## src/rtl/re_mapper_pkg.sv

```systemverilog
// Shared types and constants for the PUSCH resource-element grid mapper.
package re_mapper_pkg;

  localparam int unsigned SC_PER_RB = 12;
  localparam int unsigned NSYM      = 14;
  localparam int unsigned NSC_MAX   = 1200;
  // Config range check is done at this width so N_sc + 12*N_rb cannot overflow.
  localparam int unsigned CHK_W     = 12;

  typedef enum logic [1:0] {
    StIdle,
    StCheck,
    StMap,
    StDone
  } state_e;

  typedef struct packed {
    logic [6:0] n_rb;
    logic [3:0] sym_start;
    logic [3:0] sym_end;
    logic       comb_off;
  } re_cfg_t;

endpackage

```

## src/rtl/re_addr_gen.sv

```systemverilog
// Subcarrier (k) and symbol (s) counters for the grid mapper, with grid address
// and end-of-symbol / end-of-slot flags.
module re_addr_gen #(
  parameter int unsigned ADDR_W = 11
) (
  input  logic              CLK_RE,
  input  logic              RST_RE,
  input  logic              load,
  input  logic              advance,
  input  logic [ADDR_W-1:0] n_sc,
  input  logic [6:0]        n_rb,
  input  logic [3:0]        sym_start,
  input  logic [3:0]        sym_end,
  output logic              k_lsb,
  output logic [3:0]        s,
  output logic [ADDR_W-1:0] wr_addr,
  output logic              last_k,
  output logic              last_sym
);
  import re_mapper_pkg::SC_PER_RB;

  logic [ADDR_W-1:0] k_q, k_d, k_last;
  logic [3:0]        s_q, s_d;

  assign k_last = ADDR_W'(SC_PER_RB * n_rb) - ADDR_W'(1);

  always_comb begin
    k_d = k_q;
    s_d = s_q;
    if (load) begin
      k_d = '0;
      s_d = sym_start;
    end else if (advance) begin
      if (last_k) begin
        k_d = '0;
        s_d = s_q + 4'd1;
      end else begin
        k_d = k_q + ADDR_W'(1);
      end
    end
  end

  always_ff @(posedge CLK_RE or negedge RST_RE) begin
    if (!RST_RE) begin
      k_q <= '0;
      s_q <= '0;
    end else begin
      k_q <= k_d;
      s_q <= s_d;
    end
  end

  assign k_lsb    = k_q[0];
  assign s        = s_q;
  assign wr_addr  = n_sc + k_q;
  assign last_k   = (k_q == k_last);
  assign last_sym = (s_q == sym_end);

endmodule

```

## src/rtl/re_grid_mapper.sv

```systemverilog
// PUSCH resource-element mapper: writes DMRS and data REs of one slot into the
// IFFT grid RAM, with per-symbol DMRS mask, comb offset, back-pressure and abort.
module re_grid_mapper #(
  parameter int unsigned DATA_W  = 18,
  parameter int unsigned DMRS_W  = 9,
  parameter int unsigned NSC_MAX = re_mapper_pkg::NSC_MAX,
  parameter int unsigned ADDR_W  = 11,
  parameter int unsigned NSYM    = re_mapper_pkg::NSYM
) (
  input  logic                     CLK_RE,
  input  logic                     RST_RE,
  input  logic                     Cfg_Start,
  input  logic                     Abort,
  input  logic [ADDR_W-1:0]        N_sc,
  input  logic [6:0]               N_rb,
  input  logic [3:0]               Sym_Start,
  input  logic [3:0]               Sym_End,
  input  logic [NSYM-1:0]          Dmrs_Mask,
  input  logic                     Comb_Off,
  input  logic signed [DMRS_W-1:0] Dmrs_I,
  input  logic signed [DMRS_W-1:0] Dmrs_Q,
  input  logic                     Dmrs_Valid,
  output logic                     Dmrs_Ready,
  input  logic signed [DATA_W-1:0] FFT_I,
  input  logic signed [DATA_W-1:0] FFT_Q,
  input  logic                     FFT_Valid,
  output logic                     FFT_Ready,
  output logic signed [DATA_W-1:0] RE_Real,
  output logic signed [DATA_W-1:0] RE_Imj,
  output logic                     RE_Valid,
  output logic [ADDR_W-1:0]        Wr_addr,
  output logic [3:0]               Wr_sym,
  output logic                     Sym_Done,
  output logic                     RE_Done,
  output logic                     Cfg_Err
);
  import re_mapper_pkg::state_e;
  import re_mapper_pkg::re_cfg_t;
  import re_mapper_pkg::SC_PER_RB;
  import re_mapper_pkg::CHK_W;
  import re_mapper_pkg::StIdle;
  import re_mapper_pkg::StCheck;
  import re_mapper_pkg::StMap;
  import re_mapper_pkg::StDone;

  state_e            state_q;
  re_cfg_t           cfg_q;
  logic [ADDR_W-1:0] n_sc_q;
  logic [NSYM-1:0]   mask_q;

  logic              k_lsb, last_k, last_sym;
  logic [3:0]        s;
  logic [ADDR_W-1:0] wr_addr;
  logic              load, advance, in_map, dmrs_sym, comb_hit, cfg_bad;
  logic [CHK_W-1:0]  span;
  logic [DATA_W-1:0] re_real_d, re_imj_d;

  assign span    = CHK_W'(n_sc_q) + CHK_W'(SC_PER_RB * cfg_q.n_rb);
  assign cfg_bad = (cfg_q.n_rb == 7'd0) || (cfg_q.sym_end < cfg_q.sym_start) ||
                   (32'(cfg_q.sym_end) >= NSYM) || (32'(span) > NSC_MAX);

  assign in_map   = (state_q == StMap) && !Abort;
  assign dmrs_sym = mask_q[s];
  assign comb_hit = (k_lsb == cfg_q.comb_off);

  assign Dmrs_Ready = in_map && dmrs_sym && comb_hit;
  assign FFT_Ready  = in_map && !dmrs_sym;
  // Off-comb REs of a DMRS symbol are written as zero without waiting on any source.
  assign advance    = in_map && (dmrs_sym ? (!comb_hit || Dmrs_Valid) : FFT_Valid);
  assign load       = (state_q == StCheck) && !Abort && !cfg_bad;

  always_comb begin
    re_real_d = FFT_I;
    re_imj_d  = FFT_Q;
    if (dmrs_sym) begin
      re_real_d = '0;
      re_imj_d  = '0;
      if (comb_hit) begin
        re_real_d = {{(DATA_W-DMRS_W){Dmrs_I[DMRS_W-1]}}, Dmrs_I};
        re_imj_d  = {{(DATA_W-DMRS_W){Dmrs_Q[DMRS_W-1]}}, Dmrs_Q};
      end
    end
  end

  re_addr_gen #(
    .ADDR_W (ADDR_W)
  ) u_addr_gen (
    .CLK_RE    (CLK_RE),
    .RST_RE    (RST_RE),
    .load      (load),
    .advance   (advance),
    .n_sc      (n_sc_q),
    .n_rb      (cfg_q.n_rb),
    .sym_start (cfg_q.sym_start),
    .sym_end   (cfg_q.sym_end),
    .k_lsb     (k_lsb),
    .s         (s),
    .wr_addr   (wr_addr),
    .last_k    (last_k),
    .last_sym  (last_sym)
  );

  always_ff @(posedge CLK_RE or negedge RST_RE) begin
    if (!RST_RE) begin
      state_q  <= StIdle;
      cfg_q    <= '0;
      n_sc_q   <= '0;
      mask_q   <= '0;
      RE_Valid <= 1'b0;
      RE_Real  <= '0;
      RE_Imj   <= '0;
      Wr_addr  <= '0;
      Wr_sym   <= '0;
      Sym_Done <= 1'b0;
      RE_Done  <= 1'b0;
      Cfg_Err  <= 1'b0;
    end else begin
      RE_Valid <= advance;
      Sym_Done <= advance && last_k;
      RE_Done  <= advance && last_k && last_sym;
      Cfg_Err  <= 1'b0;
      if (advance) begin
        RE_Real <= re_real_d;
        RE_Imj  <= re_imj_d;
        Wr_addr <= wr_addr;
        Wr_sym  <= s;
      end
      if (Abort) begin
        state_q <= StIdle;
      end else begin
        unique case (state_q)
          StIdle: begin
            if (Cfg_Start) begin
              cfg_q.n_rb      <= N_rb;
              cfg_q.sym_start <= Sym_Start;
              cfg_q.sym_end   <= Sym_End;
              cfg_q.comb_off  <= Comb_Off;
              n_sc_q          <= N_sc;
              mask_q          <= Dmrs_Mask;
              state_q         <= StCheck;
            end
          end
          StCheck: begin
            if (cfg_bad) begin
              Cfg_Err <= 1'b1;
              state_q <= StIdle;
            end else begin
              state_q <= StMap;
            end
          end
          StMap: begin
            if (advance && last_k && last_sym) state_q <= StDone;
          end
          StDone:  state_q <= StIdle;
          default: state_q <= StIdle;
        endcase
      end
    end
  end

endmodule

```

## config.mk

```make
export PLATFORM = sky130hd
export DESIGN_NAME = re_grid_mapper
export DESIGN_NICKNAME = d
export VERILOG_FILES = /design/src/rtl/re_mapper_pkg.sv /design/src/rtl/re_addr_gen.sv /design/src/rtl/re_grid_mapper.sv
export SDC_FILE = /design/constraint.sdc
export NUM_CORES = 1
export LEC_CHECK = 0
export BUFFER_PORTS_ARGS = -buffer_cell sky130_fd_sc_hd__buf_4
export CORE_UTILIZATION = 40
export DETAILED_ROUTE_END_ITERATION = 12
export GPL_TIMING_DRIVEN = 0
export SLEW_MARGIN = 20
export SYNTH_ARGS = -nofsm -noshare
export SYNTH_HDL_FRONTEND = slang
export SYNTH_SLANG_ARGS = --single-unit
```

## constraint.sdc

```tcl
create_clock -name CLK_RE -period 8.7 [get_ports CLK_RE]
set_clock_uncertainty 0.2 [all_clocks]
set_input_delay 0.435 -clock CLK_RE [delete_from_list [all_inputs] [get_ports CLK_RE]]
set_output_delay 0.435 -clock CLK_RE [all_outputs]
set_load 0.02 [all_outputs]
```

# Word-level counts from Yosys, hierarchy flattened
# Index checks and enable logic that the tools add are counted.
# classes
n_addsub	5
eq_ne	8
reduce_logical	24
muxes	21
mul	1
magnitude_cmp	4
bitwise_logic	1
# ops
operator	n
18-bit two-way mux	4
11-bit two-way mux	3
11-bit by 11-bit adder with 12-bit output	1
12-bit by 11-bit > comparator with 1-bit output, second input constant	1
4-bit two-way mux	3
11-bit by 1-bit adder with 11-bit output, second input constant	1
11-bit adder	1
11-bit == test	1
11-bit by 1-bit subtractor with 11-bit output, second input constant	1
1-bit logical AND	9
2-bit by 7-bit multiplier with 9-bit output, first input constant	1
2-bit two-way mux	4
2-bit case mux with 4 select lines	1
7-bit logical NOT	1
4-bit by 5-bit < comparator with 1-bit output, second input constant	1
1-bit two-way mux	5
4-bit by 1-bit adder with 4-bit output, second input constant	1
1-bit binary-select mux with 4-bit select	1
2-bit == test, second input constant	2
4-bit == test	1
4-bit >= comparator, second input constant	1
1-bit logical NOT	4
1-bit logical OR	4
4-bit < comparator	1
other kinds (9)	11
# word_totals
output_inout_bits	57
ff_bits	113

# Longest topological paths before layout
# logic_depth
depth_word	10
mapped_depth	14
ltp_nobuf	14

# Modules after synthesis
# From an unflattened synthesis, not the netlist that was laid out.
# unflattened
hier_cells	695
hier_area_um2	6785.3
# by_module_without_submodules
mod	seq_area_each_um2	instances	cells_each	area_per_inst_um2
re_grid_mapper	2452.4	1	462	4798.4
re_addr_gen	375.4	1	233	1986.9

# Least setup slack after synthesis
# No wires, ideal clock.
# synth_timing
path_type	reg2reg
start	reg, netlist name cfg_q[9]
end	reg u_addr_gen.k_q[10]
slack_ns	5.164
required_time_ns	8.376
arrival_ns	3.212
path_stages_with_launch	13
setup_ns	0.124
cell_sequence	dfrtp_1 ha_1 fa_1 a211o_1 a21oi_2 nor2_1 ha_1 or3_1 o211ai_1 xnor2_1 o31ai_1 a21oi_2 a211o_1
# synth_between
elab_chain_len	7
word_cells_on_any_way	15
cone_classes	add/sub (2); mul (1); order compare (1); eq/ne (1); mux (3); reduce/logical (7)
# synth_lines
item	line	rtl
2-bit by 7-bit multiplier with 9-bit output or 7-bit logical NOT (tied branches)	re_addr_gen.sv:25, re_grid_mapper.sv:58, re_grid_mapper.sv:59	
11-bit by 11-bit adder with 12-bit output or 1-bit logical OR (tied branches)	re_grid_mapper.sv:58, re_grid_mapper.sv:59	
12-bit by 11-bit > comparator with 1-bit output or 1-bit logical OR (tied branches)	re_grid_mapper.sv:60, re_grid_mapper.sv:59	
1-bit logical OR	re_grid_mapper.sv:60	(32'(cfg_q.sym_end) >= NSYM) || (32'(span) > NSC_MAX);
1-bit logical NOT	re_grid_mapper.sv:70	assign load = (state_q == StCheck) && !Abort && !cfg_bad;
1-bit logical AND	re_grid_mapper.sv:70	
11-bit two-way mux or 2-bit nonzero test (tied branches)	-	
to (signal assigned)	re_addr_gen.sv:48	k_q <= k_d;
to (decl)	re_addr_gen.sv:22	logic [ADDR_W-1:0] k_q, k_d, k_last;
# Parallel ways exist; a longest one is shown, timed or not. The select of a mux whose other input is x is not followed.
# A chain may end at the register's enable or synchronous reset.

# Worst setup path after layout
# layout_timing
start	reg, netlist name cfg_q[11]
end	reg u_addr_gen.k_q[0]
# layout_between
elab_chain_len	7
word_cells_on_any_way	15
cone_classes	add/sub (2); mul (1); order compare (1); eq/ne (1); mux (3); reduce/logical (7)
# layout_lines
item	line
2-bit by 7-bit multiplier with 9-bit output or 7-bit logical NOT (tied branches)	re_addr_gen.sv:25, re_grid_mapper.sv:58, re_grid_mapper.sv:59
11-bit by 11-bit adder with 12-bit output or 1-bit logical OR (tied branches)	re_grid_mapper.sv:58, re_grid_mapper.sv:59
12-bit by 11-bit > comparator with 1-bit output or 1-bit logical OR (tied branches)	re_grid_mapper.sv:60, re_grid_mapper.sv:59
1-bit logical OR	re_grid_mapper.sv:60
1-bit logical NOT	re_grid_mapper.sv:70
1-bit logical AND	re_grid_mapper.sv:70
11-bit two-way mux or 2-bit nonzero test (tied branches)	-
# Parallel ways exist; a longest one is shown, timed or not. The select of a mux whose other input is x is not followed.

==> reports/results.txt <==
synthesized instance count - 665
grt met2 use - 37.4%
Layout area overhead - 32.8%
Die Ht - 129 µm
Starting Density - 40.8%
# resized after CTS - 0
total CTS buffers - 17
CP endpoint - u_addr_gen.k_q[0]$_DFFE_PN0P_
Port-buffer cells - 157
Hold Vio Cnt, Final - 0
setup slack at placement - 4.52 ns
total gr overflow - 0
Avg WL per Cell - 16.7 µm
Final WS setup - 4.44 ns
hold slack - 0.0251 ns
Core Area - 15800 µm²
die area - 16600 µm²
nets - 983
Clock Sinks - 113
Async SR Flop Fraction - 100%
HP Class - in -> reg
clock buffer depth - 2
CTS clk-pin slew, worst paths - 0.05 ns
Max Cap Viol - 0
CP startpoint kind - register
register area share after synthesis - 43.8%
Peak VDD IR - 166 µV
initial antenna violation count - 0
depth of the most critical reg-to-reg path - 14
clk root buf - clkbuf_16
RSZ-0062 raised after global routing - false
gr busiest metal - met2
worst-skew pair later-pin latency - 0.42 ns
outcome - finished clean
Row Count - 46
Critical Path AT - 4.35 ns
crit path launch - cfg_q[11]$_DFFE_PN0P_
syn avg cell area - 9.70 µm²
Post-Route Setup TNS - 0 ns
crit share post-route - 49.0%
worst-margin pin slew - 0.695 ns
CTS HTree Levels - 4
gr usage total - 22.5%
Yosys reg bits - 113
footprint of the multi-input gates - 3400 µm²
fillers - 1446
first-pass GRT wire length - 28.5 mm
antenna diode count - 0
Tmin final - 4.26 ns
crit path max fanout - 10
Primary FF master, synth - dfrtp_1
fmax - 0.235 GHz
final wirelength - 17.9 mm
worst reg2reg setup slack - 4.44 ns
Core Util, Final - 54.1%
worst endpoint required time - 8.79 ns
Crit path depth - 14
number of global-route vias before repair - 5578
number of synthesis warnings - 0
PwrDens - 371 nW/µm²
met1 Use GR - 28.7%
GR Util met3 - 5.24%
Critical Path End Type - register
Crit-path slowest cell - o31ai_1
CP cell instances - inv_1 -> ha_1 -> or2_1 -> a21oi_1 -> nor2_1 -> ha_1 -> nand3_1 -> o2111ai_1 -> xnor2_1 -> a21oi_1 -> o31ai_1 -> nand2_1 -> nand3_1 -> o21ai_0
Post-synth EDFFs - 0
Antenna Violating Nets Remaining - 0
CTS tree - done
reg2reg start - cfg_q[11]$_DFFE_PN0P_
DP HPWL - 13.7 mm
Die W - 129 µm
Synthesized Nets - 804
Slew Viols, Final - 0
largest net degree at the start of global routing - 59
DRC viols - 0
delay-heaviest family, CP - compound AO/OA/AOI/OAI gates
layout cells sized above 1 - 29.2%
R2R Path End - u_addr_gen.k_q[0]$_DFFE_PN0P_
DRT iter0 DRCs - 262
via/cell ratio - 5.31
DRT Pass-1 Iters - 5
leakage - 4.12 nW
Max stage delay on crit path - 0.61 ns
routed vias - 5697
crit path kind - reg -> reg
unique cell type count in the Yosys netlist - 66
# IOs - 158
Worst Path Buf+Inv - 1
Setup violations, final - 0
global placement routability congestion - 0.823
Storage cell area - 2830 µm²
Slew HR - 53.7%
Netlist Area Pre-Place - 6450 µm²
==> area by class of cell <==
type	instances	share of cell area, %
multi-input cells	496	39.7
flip-flops and latches	113	33.0
well taps	216	3.16
inverters	24	1.05
clock buffers	21	5.26
plain buffers	32	1.67
repair buffers	160	14.3
clock inverters	10	1.86
==> worst reg2reg max path, stage by stage, from the launching register on <==
cell and delay [ns]:
dfrtp_1 0.42, inv_1 0.08, ha_1 0.36, or2_1 0.24, a21oi_1 0.36, nor2_1 0.14
ha_1 0.39, nand3_1 0.13, o2111ai_1 0.28, xnor2_1 0.17, a21oi_1 0.08, o31ai_1 0.61
nand2_1 0.39, nand3_1 0.18, o21ai_0 0.09
==> sequential cells by signal (all words and copies together) (netlist names) <==
name,flops
Sym_Done,1
u_addr_gen.k_q,11
Cfg_Err,1
Wr_sym,4
state_q,2
mask_q,14
RE_Imj,18
RE_Valid,1
cfg_q,16
RE_Done,1
RE_Real,18
Wr_addr,11
n_sc_q,11
u_addr_gen.s,4
==> placed cells by master, fill, tap and decap left out, types with 3 or more instances in the layout <==
cell type and n:
nor4b_1 3, o2111ai_1 3, nand2_1 89, clkbuf_1 21, bufinv_16 4, xor2_1 10
dfrtp_1 113, a21oi_1 48, inv_1 23, buf_4 159, or3_1 7, nand2b_1 5
a21o_1 10, clkinv_2 3, fa_1 3, a31oi_1 4, o211ai_1 3, nor2b_1 4
nor2_1 23, a211oi_1 5, nand4_1 4, ha_1 35, mux2i_1 5, xnor2_1 20
o21ai_0 75, nor3_1 8, clkbuf_16 17, a211o_1 9, mux4_2 3, buf_2 3
nor4_1 8, and3_1 22, mux2_2 32, buf_1 7, nand3_1 16
==> layer usage <==
layer | vias up | wire (µm)
met1 | 2741 | 8040
met3 | 17 | 1140
met4 | 0 | 247
met5 | - | 0
met2 | 195 | 8510
li1 | 2744 | -
==> report_power, final <==
group | total (W) | internal (W) | switching [W]
combinational | 0.00163 | 0.000697 | 0.000938
sequential | 0.000818 | 0.000692 | 0.000126
clock | 0.000723 | 0.000484 | 0.000239
==> what timing repair did <==
item / 4_1_cts / 5_1_grt
setup buffers: 0 / 0
hold buffers: 1 / 0
endpoints found under the hold margin: 57 / 0
==> stage by stage <==
step                      instances  instance area, µm²  total power, W
after global routing           1072                8560         0.00340
after floorplan                 665                6450         0.00195
final                          1072                8560         0.00318
after global placement         1038                7900         0.00240
after detailed placement       1040                7940         0.00245
after CTS                      1072                8560         0.00319
==> cells by family after synthesis <==
family	after synthesis	share of synthesized area, %
AOI/OAI and AO/OA	183	17.7
xor gates and xnor gates	30	4.07
adders and majority gates	38	7.72
buffers and inverters	56	3.61
DFF	113	43.8
muxes	40	7.41
and+or+nand+nor	205	15.6
==> cells in the mapped netlist, types with 16 or more instances <==
cell      instances  area, µm²
mux2_2           32        360
nand2_1          89        334
nor2_1           23       86.3
o21ai_0          75        375
nand3_1          16       80.1
ha_1             35        438
and3_1           22        138
a21oi_1          48        240
clkbuf_1         18       67.6
inv_1            23       86.3
xnor2_1          20        175
dfrtp_1         113       2830
==> worst min-delay path by stage <==
stage	endpoint	cells past startpoint	startpoint	slack, ns
global placement	Wr_addr[3]$_DFFE_PN0P_	2	Wr_addr[3]$_DFFE_PN0P_	0.27
CTS	cfg_q[10]$_DFFE_PN0P_	3	N_rb[1]	0.007
floorplan	Cfg_Err$_DFF_PN0_	0	RST_RE	-0.06
finish	cfg_q[10]$_DFFE_PN0P_	3	N_rb[1]	0.03
detailed placement	RE_Imj[6]$_DFFE_PN0P_	1	RST_RE	0.26
global route	cfg_q[10]$_DFFE_PN0P_	3	N_rb[1]	0.03
No activity file was read; power rests on OpenSTA's default activity.
